File: src/rtl/bidir_shift_deserializer.sv
// rtl/bidir_shift_deserializer.sv - serial-to-parallel receiver with per-word MSB/LSB-first direction
// and a valid/ready holding register.
module bidir_shift_deserializer #(
  parameter int WIDTH = 4,
  parameter int CNT_W = 3
) (
  input  logic             clk,
  input  logic             rst_n,
  input  logic             left,
  input  logic             right,
  input  logic             clear,
  input  logic             in_valid,
  input  logic             in_bit,
  input  logic             out_ready,
  output logic [WIDTH-1:0] outbit,
  output logic             out_valid,
  output logic             overrun,
  output logic             busy
);

  typedef enum logic {
    IDLE  = 1'b0,
    SHIFT = 1'b1
  } state_t;

  state_t           state;
  logic [WIDTH-1:0] sreg;
  logic [CNT_W-1:0] count;
  logic             dir_msb;

  logic             accept;
  logic             use_msb;
  logic             complete;
  logic             hold_free;
  logic [WIDTH-1:0] next_sreg;

  // Direction is only taken from left/right on a word's first bit; left wins a tie.
  always_comb begin
    accept  = 1'b0;
    use_msb = dir_msb;
    if (state == IDLE) begin
      accept  = in_valid && (left || right);
      use_msb = left;
    end else begin
      accept  = in_valid;
    end
  end

  always_comb begin
    next_sreg = sreg;
    if (use_msb) begin
      next_sreg = {sreg[WIDTH-2:0], in_bit};
    end else begin
      next_sreg = {in_bit, sreg[WIDTH-1:1]};
    end
  end

  assign complete  = accept && (count == CNT_W'(WIDTH - 1));
  assign hold_free = !out_valid || out_ready;

  always_ff @(posedge clk) begin
    if (!rst_n || clear) begin
      state     <= IDLE;
      sreg      <= '0;
      count     <= '0;
      dir_msb   <= 1'b0;
      outbit    <= '0;
      out_valid <= 1'b0;
      overrun   <= 1'b0;
      busy      <= 1'b0;
    end else begin
      overrun <= 1'b0;
      if (out_valid && out_ready) begin
        out_valid <= 1'b0;
      end

      if (accept) begin
        if (state == IDLE) begin
          dir_msb <= left;
        end
        if (complete) begin
          // Shifter restarts whether or not the finished word fits in the holding register.
          state <= IDLE;
          sreg  <= '0;
          count <= '0;
          busy  <= 1'b0;
          if (hold_free) begin
            outbit    <= next_sreg;
            out_valid <= 1'b1;
          end else begin
            overrun <= 1'b1;
          end
        end else begin
          state <= SHIFT;
          sreg  <= next_sreg;
          count <= count + CNT_W'(1);
          busy  <= 1'b1;
        end
      end
    end
  end

endmodule

File: config.mk
export PLATFORM = sky130hd
export DESIGN_NAME = bidir_shift_deserializer
export DESIGN_NICKNAME = d
export VERILOG_FILES = /design/src/rtl/bidir_shift_deserializer.sv
export SDC_FILE = /design/constraint.sdc
export NUM_CORES = 1
export LEC_CHECK = 0
export ABC_AREA = 1
export CELL_PAD_IN_SITES_DETAIL_PLACEMENT = 0
export CELL_PAD_IN_SITES_GLOBAL_PLACEMENT = 2
export CORE_MARGIN = 2
export CORE_UTILIZATION = 29
export CTS_CLUSTER_DIAMETER = 80
export DETAILED_ROUTE_END_ITERATION = 10
export PLACE_DENSITY = 0.9
export RECOVER_POWER = 100
export SYNTH_ARGS = -nofsm -noshare
export SYNTH_HDL_FRONTEND = slang
export SYNTH_SLANG_ARGS = --single-unit
export TNS_END_PERCENT = 100
File: constraint.sdc
create_clock -name clk -period 3.1 [get_ports clk]
set_input_delay 0.465 -clock clk [delete_from_list [all_inputs] [get_ports clk]]
set_output_delay 0.465 -clock clk [all_outputs]
set_load 0.05 [all_outputs]
==> results.py, run 1 <==
metrics = {
    "drt": {
        "vias": 615,
        "route.detailed.drc": 0,
        "viasPerCell": 4.212,
        "ant_nets": 0,
        "drt-pass1-iter-count": 4,
        "routed_wl_mm": 1.372,
        "avgRoutedWirePerCell_um": 9.397,
        "drt-initial-drc-count": 8,
    },
    "logic_synthesis": {
        "synth_seq_cells": 15,
        "yosysWarnings": 0,
        "synth_top_area_frac": 0.4047,
        "syn_area_um2": 742.0,
        "synth_top_area_cell": "dfxtp_1",
        "synth_cells": 99,
        "netlist-cell-type-count": 19,
        "syn_area_per_cell_um2": 7.495,
        "ys_seq_area_frac": 0.4047,
        "synth_area_leaders": "dfxtp_1 (40%), nand2_1 (12%), inv_1 (8.1%)",
        "syn_nets": 108,
    },
    "sta": {
        "rsz0062_at_grt": "false",
        "setup_tns_ps": 0,
        "whs_ps": 474.0,
        "relSlewSlack": 0.6599,
        "slew_viol_final": 0,
        "period_share": 0.6515,
        "timing.fmax_mhz": 495.2,
        "fin_skew_ps": 3.564,
        "hold_viol_final": 0,
        "min_period_ps": 2020,
        "worst_pin_slew_ps": 508.5,
        "setup_viol": 0,
    },
    "global_routing": {
        "grt_max_degree": 12,
        "antenna_found_initial": 0,
        "grtUsageTotal": 0.1151,
        "grt_pass1_wl_mm": 2.421,
        "grt_pass1_vias": 564,
        "grt_overflow_total": 0,
    },
    "clocking": {
        "postCtsHoldBufs": 0,
        "ctsResizeCount": 0,
        "htreeDepth": 1,
        "cts-root-buf": "clkbuf_4",
        "cts_sinks": 15,
        "insertion_delay_ps": 280,
        "cts.clk_slew.worst_paths_ps": 90,
        "cts_max_path_buffers": 2,
        "cts_inserted_buffers": 3,
        "tritoncts": "built",
        "postCtsSetupBuffers": 0,
    },
    "die": {
        "fp.dieW_um": 54.58,
        "rows": 18,
        "die-area_um2": 2979,
        "start_util": 0.3022,
        "die_h_um": 54.58,
        "coreArea_um2": 2455,
        "io_pins": 15,
    },
    "setup_path": {
        "worstPathArrival_ps": 1550,
        "timing.rr.end": "sreg[1]",
        "required_ps": 2630,
        "critPathKind": "flop to primary output",
        "critPathLaunchType": "flop",
        "r2r-start": "state",
        "critPathCaptureType": "primary output",
        "cp_cell_sequence": "dlygate4sd3_1",
        "path_buf_inv": 1,
        "r2r_slack_ps": 1530,
        "worstRegToRegCells": 6,
        "worstPathMaxFanout": 4,
        "cp_top_family": "buffers and inverters",
        "slowest_stage": "dlygate4sd3_1",
        "max_stage_delay_ps": 890,
    },
    "final_layout": {
        "multi_input_area_um2": 339.1,
        "insertedDiodeCount": 0,
        "final_cells": 146,
        "final_cell_mix": "nand2_1 (25), inv_1 (16), dfxtp_1 (15), nor2_1 (9), nand3_1 (9)",
        "layout_commonest_cell": "nand2_1",
        "fin_area_um2": 914.6,
        "area_delta_synth_final_pct": 23.27,
        "fillers": 276,
        "seqCellArea_um2": 300.3,
        "drive_gt1_frac": 0.1034,
        "fin_nets": 126,
    },
    "worst_hold_path": {
        "hold_path_class": "flop to flop",
        "holdPathStages": 2,
        "hp-start": "count[1]",
        "min_to": "count[1]",
    },
    "power": {
        "p_leak_uw": 0.0004027,
        "p_per_area_nw_per_um2": 377.2,
        "ir_drop_uv": 148.4,
        "fin_total_pwr_uw": 345.0,
    },
    "status": {
        "outcome": "completed",
    },
    "placed_design": {
        "place_congestion": 0.7567,
        "port_buffers": 14,
        "dpl.hpwl_mm": 1.075,
        "placedCellCount": 142,
        "placed_cell_area_um2": 908.4,
    },
    "flow_run": {
        "cap_violations": 0,
    },
}
-- registers in the layout, indices dropped and copies added (netlist names) --
name	count
count	3
dir_msb	1
out_valid	1
outbit	4
overrun	1
sreg	4
state	1
-- synth_stat cells --
master    number
o21a_1         1
nand2_4        2
nand2_1       24
nor2_2         2
o211ai_2       1
dfxtp_1       15
nand4_4        1
inv_1         16
inv_2          3
o21bai_1       4
buf_6          1
nand2_2        1
nor2_1         6
o21ai_1        2
a21oi_1        7
o21ai_2        1
nand3_1        9
ha_1           1
nor2_4         2
-- worst max-delay path by stage --
stage | from | endpoint | depth (start not counted)
3_3_place_gp | left | count[1] | 7
2_1_floorplan | state | count[2] | 6
4_1_cts | state | busy | 1
3_5_place_dp | left | sreg[1] | 7
5_1_grt | state | busy | 1
6_report | state | busy | 1
-- final cells by class --
| cell class | count | share of cell area |
|---|---|---|
| repair buffers | 14 | 0.1532 |
| flip-flops and latches | 15 | 0.3283 |
| well taps | 30 | 0.04104 |
| multi-input cells | 64 | 0.3707 |
| clock buffers | 4 | 0.02873 |
| inverters | 19 | 0.07798 |
-- logic make-up after synthesis --
family | Yosys count | synth area share
buffers and inverters | 20 | 0.1113
AND/OR/NAND/NOR | 47 | 0.3271
flip-flops | 15 | 0.4047
adder cells (fa/ha/maj) | 1 | 0.01686
AO/OA/AOI/OAI | 16 | 0.1400
-- power breakdown --
group | leakage (µW) | total, µW | internal, µW | switching [µW]
Combinational | 0.000266 | 39.5 | 16.0 | 23.6
Sequential | 0.000121 | 197 | 195 | 1.57
Clock | 0.0000150 | 109 | 49.9 | 59.0
-- routing by layer --
metal,global-route usage,wire length [µm]
met5,0,0
met4,0.06250,28
met3,0.03279,51
met2,0.1607,583
met1,0.1575,709
-- through the flow --
step,util,worst slack [ps]
CTS,0.3807,1123
finish,0.3726,1080
global placement,0.3700,1419
floorplan,-,1743
detailed placement,0.3700,1399
global route,0.3726,1019
(Power assumes the default switching activity.)
==> run 2, diff against run 1 <==
CORE_UTILIZATION = 27   (was 29)
PLACE_DENSITY = 0.85   (was 0.9)
clock period = 1.9 ns   (was 3.1 ns; I/O delays follow)
==> run 2 against run 1 <==
Core utilization decreased by 3.1 points. Sequential cell count unchanged. Non-clock buffer count unchanged. Largest cell class unchanged. Via count increased by 2.6%. Critical path depth unchanged. First-iteration DRC count decreased by 63%. Die area increased by 6.9%. Combinational power increased by 65%. Routed wire length increased by 9.3%.
==> results.py, run 2 (synthesis results as in run 1) <==
metrics = {
    "drt": {
        "vias": 631,
        "drt-initial-drc-count": 3,
        "route.detailed.drc": 0,
        "ant_nets": 0,
        "avgRoutedWirePerCell_um": 10.20,
        "drt-pass1-iter-count": 4,
        "routed_wl_mm": 1.499,
        "viasPerCell": 4.293,
    },
    "setup_path": {
        "worstPathMaxFanout": 3,
        "path_buf_inv": 1,
        "critPathLaunchType": "flop",
        "slowest_stage": "dlygate4sd3_1",
        "cp_cell_sequence": "dlygate4sd3_1",
        "required_ps": 1620,
        "cp_top_family": "buffers and inverters",
        "max_stage_delay_ps": 880,
        "r2r-start": "state",
        "critPathLaunch": "out_valid",
        "critPathCaptureType": "primary output",
        "critPathKind": "flop to primary output",
        "worstPathArrival_ps": 1510,
    },
    "clocking": {
        "cts_inserted_buffers": 3,
        "insertion_delay_ps": 280,
        "postCtsHoldBufs": 0,
        "htreeDepth": 1,
        "cts_max_path_buffers": 2,
        "ctsResizeCount": 0,
        "postCtsSetupBuffers": 0,
        "tritoncts": "built",
        "cts.clk_slew.worst_paths_ps": 90,
        "cts-root-buf": "clkbuf_4",
        "cts_sinks": 15,
    },
    "die": {
        "coreArea_um2": 2686,
        "die-area_um2": 3183,
        "rows": 19,
        "fp.dieW_um": 56.42,
        "die_h_um": 56.42,
        "start_util": 0.2762,
        "io_pins": 15,
    },
    "sta": {
        "fin_skew_ps": 5.472,
        "worst_pin_slew_ps": 503.2,
        "slew_viol_final": 0,
        "relSlewSlack": 0.6634,
        "hold_viol_final": 0,
        "rsz0062_at_grt": "false",
        "period_share": 0.9467,
        "whs_ps": 475.1,
        "setup_viol": 0,
        "timing.fmax_mhz": 555.9,
        "min_period_ps": 1799,
        "setup_tns_ps": 0,
    },
    "final_layout": {
        "area_delta_synth_final_pct": 23.78,
        "fillers": 300,
        "fin_area_um2": 918.4,
        "fin_nets": 126,
        "layout_commonest_cell": "nand2_1",
        "final_cell_mix": "nand2_1 (25), inv_1 (17), dfxtp_1 (15), nand3_1 (9)",
        "reg_top3": "outbit x4, sreg x4, count x3",
        "drive_gt1_frac": 0.1034,
        "insertedDiodeCount": 0,
    },
    "worst_hold_path": {
        "hold_path_class": "flop to flop",
        "hp-start": "count[1]",
    },
    "flow_run": {
        "cap_violations": 0,
    },
    "global_routing": {
        "grt_max_degree": 12,
        "grt_pass1_wl_mm": 2.615,
        "grt_pass1_vias": 599,
        "grt_overflow_total": 0,
        "antenna_found_initial": 0,
        "grtUsageTotal": 0.1103,
    },
    "placed_design": {
        "port_buffers": 14,
        "placed_cell_area_um2": 909.6,
        "dpl.hpwl_mm": 1.139,
        "place_congestion": 0.7481,
    },
    "power": {
        "p_per_area_nw_per_um2": 624.0,
        "ir_drop_uv": 335.0,
        "p_leak_uw": 0.0004004,
    },
    "status": {
        "outcome": "completed",
    },
}
==> run 2: report_power, final <==
group	total [µW]	switching [µW]	internal (µW)	leakage, µW
registers	321	2.70	318	0.000121
logic	65.3	39.3	26.0	0.000264
clock network	187	105	81.5	0.0000150
total	573	147	426	0.000400
==> run 2: worst paths after layout <==
check | to | slack, ps | cells past startpoint
hold / removal | count[1] | 480 | 2
setup reg to reg | count[1] | 450 | 6
setup / recovery | out_valid | 100 | 1
hold reg to reg | count[1] | 480 | 2
==> run 2: per-stage QoR <==
| step | worst slack, ps | utilization | instances | total power, µW |
|---|---|---|---|---|
| floorplan | 542.6 | - | 99 | 374.1 |
| global placement | 370.4 | 0.3386 | 143 | 399.4 |
| detailed placement | 362.2 | 0.3386 | 143 | 399.7 |
| CTS | 97.23 | 0.3484 | 147 | 588.2 |
| global route | 24.32 | 0.3419 | 147 | 611.7 |
| finish | 101.3 | 0.3419 | 147 | 573.1 |
==> run 2: cell type report <==
type | count | area, µm² | area share
multi-input cells | 64 | 341.6 | 0.3719
clock buffers | 4 | 26.28 | 0.02861
inverters | 19 | 71.32 | 0.07766
flip-flops and latches | 15 | 300.3 | 0.3270
well taps | 31 | 38.79 | 0.04223
repair buffers | 14 | 140.1 | 0.1526
==> run 2: routing by layer <==
metal / up-vias / part of all wire / track usage
li1: 344 / - / -
met2: 7 / 0.45 / 0.1628
met1: 276 / 0.50 / 0.1371
met5: - / 0 / 0
met3: 4 / 0.025 / 0.02765
met4: 0 / 0.025 / 0.08163
==> run 2: worst register-to-register path, cell delays in order, from the launching register on <==
cell     delay (ps)
dfxtp_1         400
inv_2            80
nand2_4          80
nand2_1         250
nor2_2          370
nand2_1          90
a21oi_1         130
==> patch 1 (config.mk and constraints of run 2) <==
Register the output `overrun` once more; this adds one clock of latency there. The other outputs are not delayed to match.
--- a/src/rtl/bidir_shift_deserializer.sv
+++ b/src/rtl/bidir_shift_deserializer.sv
@@ -24,2 +24,4 @@
   } state_t;
+
+  logic overrun_s0;
 
@@ -68,6 +70,6 @@
       out_valid <= 1'b0;
-      overrun   <= 1'b0;
+      overrun_s0 <= 1'b0;
       busy      <= 1'b0;
     end else begin
-      overrun <= 1'b0;
+      overrun_s0 <= 1'b0;
       if (out_valid && out_ready) begin
@@ -90,3 +92,3 @@
           end else begin
-            overrun <= 1'b1;
+            overrun_s0 <= 1'b1;
           end
@@ -102,2 +104,6 @@
 
+  always_ff @(posedge clk) begin
+    overrun <= overrun_s0;
+  end
+
 endmodule
Check against the original RTL: not equivalent (Yosys sat finds a counterexample within 10 cycles, from zero or initial values).
==> patch 1 against run 2 <==
- cell area up 0.14%
- via count is 0.63% lower
- maximum frequency is 0.14% higher
- area after synthesis is 2.7% higher
- first-iteration DRC count rose to 8.7 times the old value
- non-clock buffer count grew 1
- worst setup slack improved by 0.0025 ns
- routed wire length down 1.5%
- sequential cell count grew 1
- die area increased by 2.5%
- synthesized cell count increased by 1.0%
- power grew 1.5%
- critical endpoint unchanged
- highest routed layer unchanged
==> patch 1: results (changes against run 2) <==
pwr:
  switching_power_mw: 0.142  # -3.8%
  pg_comb_mw: 0.0657  # +0.6%
  powerSeq_mw: 0.342  # +6.5%
  p_leak_nw: 0.410  # +2.3%
  seq_power_share_pct: 58.8  # +2.8 points
  ir_drop_uv: 323  # -3.5%
route:
  totalWireLength_um: 1480  # -1.5%
  via_per_inst: 4.24  # -1.3%
  drt_iter0_markers: 26  # +23
  dr.pass1.iters: 4  # unchanged
  routed-via-count: 627  # -0.63%
placement:
  dp.cells: 145  # +1.4%
  place_hpwl_um: 1120  # -1.8%
  routabilityCongestion: 0.835  # +12%
  pre_cts_ws_ns: 0.424  # +0.0616 ns
  place_area_um2: 937  # +3.0%
final_layout:
  register_area_um2: 320  # +6.7%
  finalCoreUtilization_pct: 33.9  # -0.25 points
  antennaDiodeCount: 0  # unchanged
  multi_input_cells: 64  # unchanged
  multiInputGateArea_um2: 319  # -6.6%
  final_layout_size_suffix_gt1_share_pct: 10.3  # -0.088 points
  fill_cells: 308  # +2.7%
  n_all_buffers: 15  # +1
  clock_buffers: 3  # -1
  seq_area_share_pct: 34.8  # +2.1 points
  clock_area_share_pct: 2.45  # -0.41 points
  layout.nonclk_buf_share_pct: 16.1  # +0.80 points
  nonClockInverterCount: 19  # unchanged
  seq_cells: 16  # +1
  nets: 128  # +1.6%
grt:
  antenna_found_initial: 0  # unchanged
  grt_max_degree: 12  # unchanged
  grt_pass1_wl_um: 2500  # -4.2%
  grtUsageTotal_pct: 10.0  # -1.0 points
  grt_pass1_vias: 543  # -9.3%
synthesis:
  ys_seq_area_share_pct: 42.0  # +1.6 points
  syn_area_per_cell_um2: 7.62  # +1.7%
  yosys-top-cells-count: "nand2_1 (24), dfxtp_1 (16), inv_1 (16), nand3_1 (9), a21oi_1 (7)"
  ys_warn_count: 0  # unchanged
  async_flop_share_pct: 0  # unchanged
  synth.area.top_cells: "dfxtp_1 (42%), nand2_1 (12%), inv_1 (7.9%), nand3_1 (5.9%), a21oi_1 (4.6%)"
  synth_nets: 109  # +0.93%
timing:
  fin_crit_sh_pct: 94.5  # -0.13 points
  max-slew-margin-rel_pct: 65.8  # -0.52 points
  holdWs_ns: 0.335  # -0.140 ns
  fin_skew_ns: 0.00606  # +0.000587 ns
clocking:
  clk_path_buf_depth: 2  # unchanged
  htree_levels: 1  # unchanged
  root_buffer: "clkbuf_4"
worst_setup_path:
  r2r_slack_ns: 0.37  # -0.08 ns
  crit_family: "buffers and inverters"
  cpMaxStageDelayCell: "dlygate4sd3_1"
status:
  outcome: "complete, no violations"
## patch 1: per-layer routing
layer | vias up | global-route usage, % | part of all wire [%] | wire length, um
met4 | 0 | 5.98 | 1.8 | 27
met3 | 2 | 1.13 | 5.3 | 78
met1 | 263 | 14.7 | 53 | 783
li1 | 347 | - | - | -
met2 | 15 | 14.0 | 40 | 587
met5 | - | 0 | 0 | 0
## patch 1: path summary, 6_finish.rpt
kind / cells past startpoint / end / from
min: 0 / overrun$_DFF_P_ / overrun_s0$_SDFF_PP0_
max reg2reg: 6 / outbit[3]$_SDFFE_PP0P_ / count[0]$_SDFFE_PP0N_
min reg2reg: 0 / overrun$_DFF_P_ / overrun_s0$_SDFF_PP0_
max: 1 / out_valid / out_valid$_SDFF_PP0_
## patch 1: kinds of logic after synthesis
| group | share of synthesized area, % |
|---|---|
| buffers and inverters | 10.8 |
| adders and majority gates | 1.64 |
| DFF | 42.0 |
| and+or+nand+nor | 31.9 |
| AOI/OAI and AO/OA | 13.6 |
==> patch 2 (settings of run 2) <==
Without the edit above. `CNT_W`: 3 -> 2.
--- a/src/rtl/bidir_shift_deserializer.sv
+++ b/src/rtl/bidir_shift_deserializer.sv
@@ -4,3 +4,3 @@
   parameter int WIDTH = 4,
-  parameter int CNT_W = 3
+  parameter int CNT_W = 2
 ) (
Check against the original RTL: no difference found for any inputs over 10 cycles, from zero or initial values; that may be too few to reach the edited logic, so the function may still have changed.
==> patch 2 against run 2 <==
- sequential cell count fell by 1
- routed wire length fell by 9.1%
- cell area fell by 4.0%
- area after synthesis fell by 7.9%
- power rose by 1.8%
- clock power rose by 17%
- worst setup slack improved by 0.0069 ns
==> patch 2: results (changes against run 2) <==
route:
  totalWireLength_um: 1360  # -9.1%
  drt_iter0_markers: 17  # +14
  routed-via-count: 608  # -3.6%
  wl_met2_um: 610  # -9.5%
  wl_met1_um: 686  # -8.5%
synthesis:
  synth_cells: 92  # -7.1%
  ys_seq_area_share_pct: 41.0  # +0.55 points
  ys_types: 16  # -3
  synth.area.top_cells: "dfxtp_1 (41%), nand2_1 (13%), nand3_1 (8.1%), inv_1 (7.7%), a21oi_1 (5.1%)"
  synth_compound_area_share_pct: 12.8  # -1.2 points
  synth_nets: 101  # -6.5%
  yosys-mux-area-fraction_pct: 0  # unchanged
  yosys-top-cells-count: "nand2_1 (23), dfxtp_1 (14), inv_1 (14), nand3_1 (11)"
final_layout:
  stdcell_count: 140  # -4.8%
  nets: 120  # -4.8%
  fill_cells: 279  # -7.0%
  final_layout_size_suffix_gt1_share_pct: 7.27  # -3.1 points
worst_setup_path:
  r2r_slack_ns: 0.61  # +0.16 ns
  rr_endpoint: "sreg[0]$_SDFFE_PP0N_"
pwr:
  powerSeq_mw: 0.300  # -6.5%
  p_leak_nw: 0.373  # -6.8%
  ir_drop_uv: 228  # -32%
  pwr-share-clk_pct: 37.4  # +4.8 points
  switching_share_pct: 24.5  # -1.2 points
grt:
  grtUsageTotal_pct: 11.4  # +0.41 points
  grt_pass1_wl_um: 2420  # -7.4%
  grt_pass1_vias: 582  # -2.8%
  grt_max_degree: 11  # -1
timing:
  fin_skew_ns: 0.00636  # +0.000888 ns
  max-slew-margin-rel_pct: 66.2  # -0.11 points
  fmax_mhz: 558  # +0.39%
  holdWs_ns: 0.476  # +0.000607 ns
placement:
  place_hpwl_um: 1060  # -7.1%
  place_area_um2: 861  # -5.4%
  pre_cts_ws_ns: 0.341  # -0.0208 ns
  routabilityCongestion: 0.718  # -4.0%
clocking:
  cts_made_buffers: 3  # unchanged
status:
  outcome: "complete, no violations"
==> patch 2: worst min-delay path by stage <==
stage                                  endpoint  depth (start not counted)             startpoint
after floorplan              overrun$_SDFF_PP0_                          2               in_valid
after global placement    count[1]$_SDFFE_PP0N_                          2  count[1]$_SDFFE_PP0N_
after detailed placement   dir_msb$_SDFFE_PP0N_                          2   dir_msb$_SDFFE_PP0N_
after CTS                  dir_msb$_SDFFE_PP0N_                          2   dir_msb$_SDFFE_PP0N_
after global routing       sreg[3]$_SDFFE_PP0N_                          2   sreg[3]$_SDFFE_PP0N_
final                     count[1]$_SDFFE_PP0N_                          2  count[1]$_SDFFE_PP0N_
==> patch 2: layout make-up <==
cell class,instances,area (um2),area share [%]
clock buffer,4,36.3,4.11
inverter,16,60.1,6.81
multi-input combinational,62,328,37.2
sequential,14,280,31.8
tap,30,37.5,4.26
timing repair buffer,14,140,15.9
==> patch 2: metal layers <==
metal,track usage [%],up-vias
li1,-,329
met1,14.2,265
met2,18.3,12
met3,1.64,2
met4,7.50,0
met5,0,-
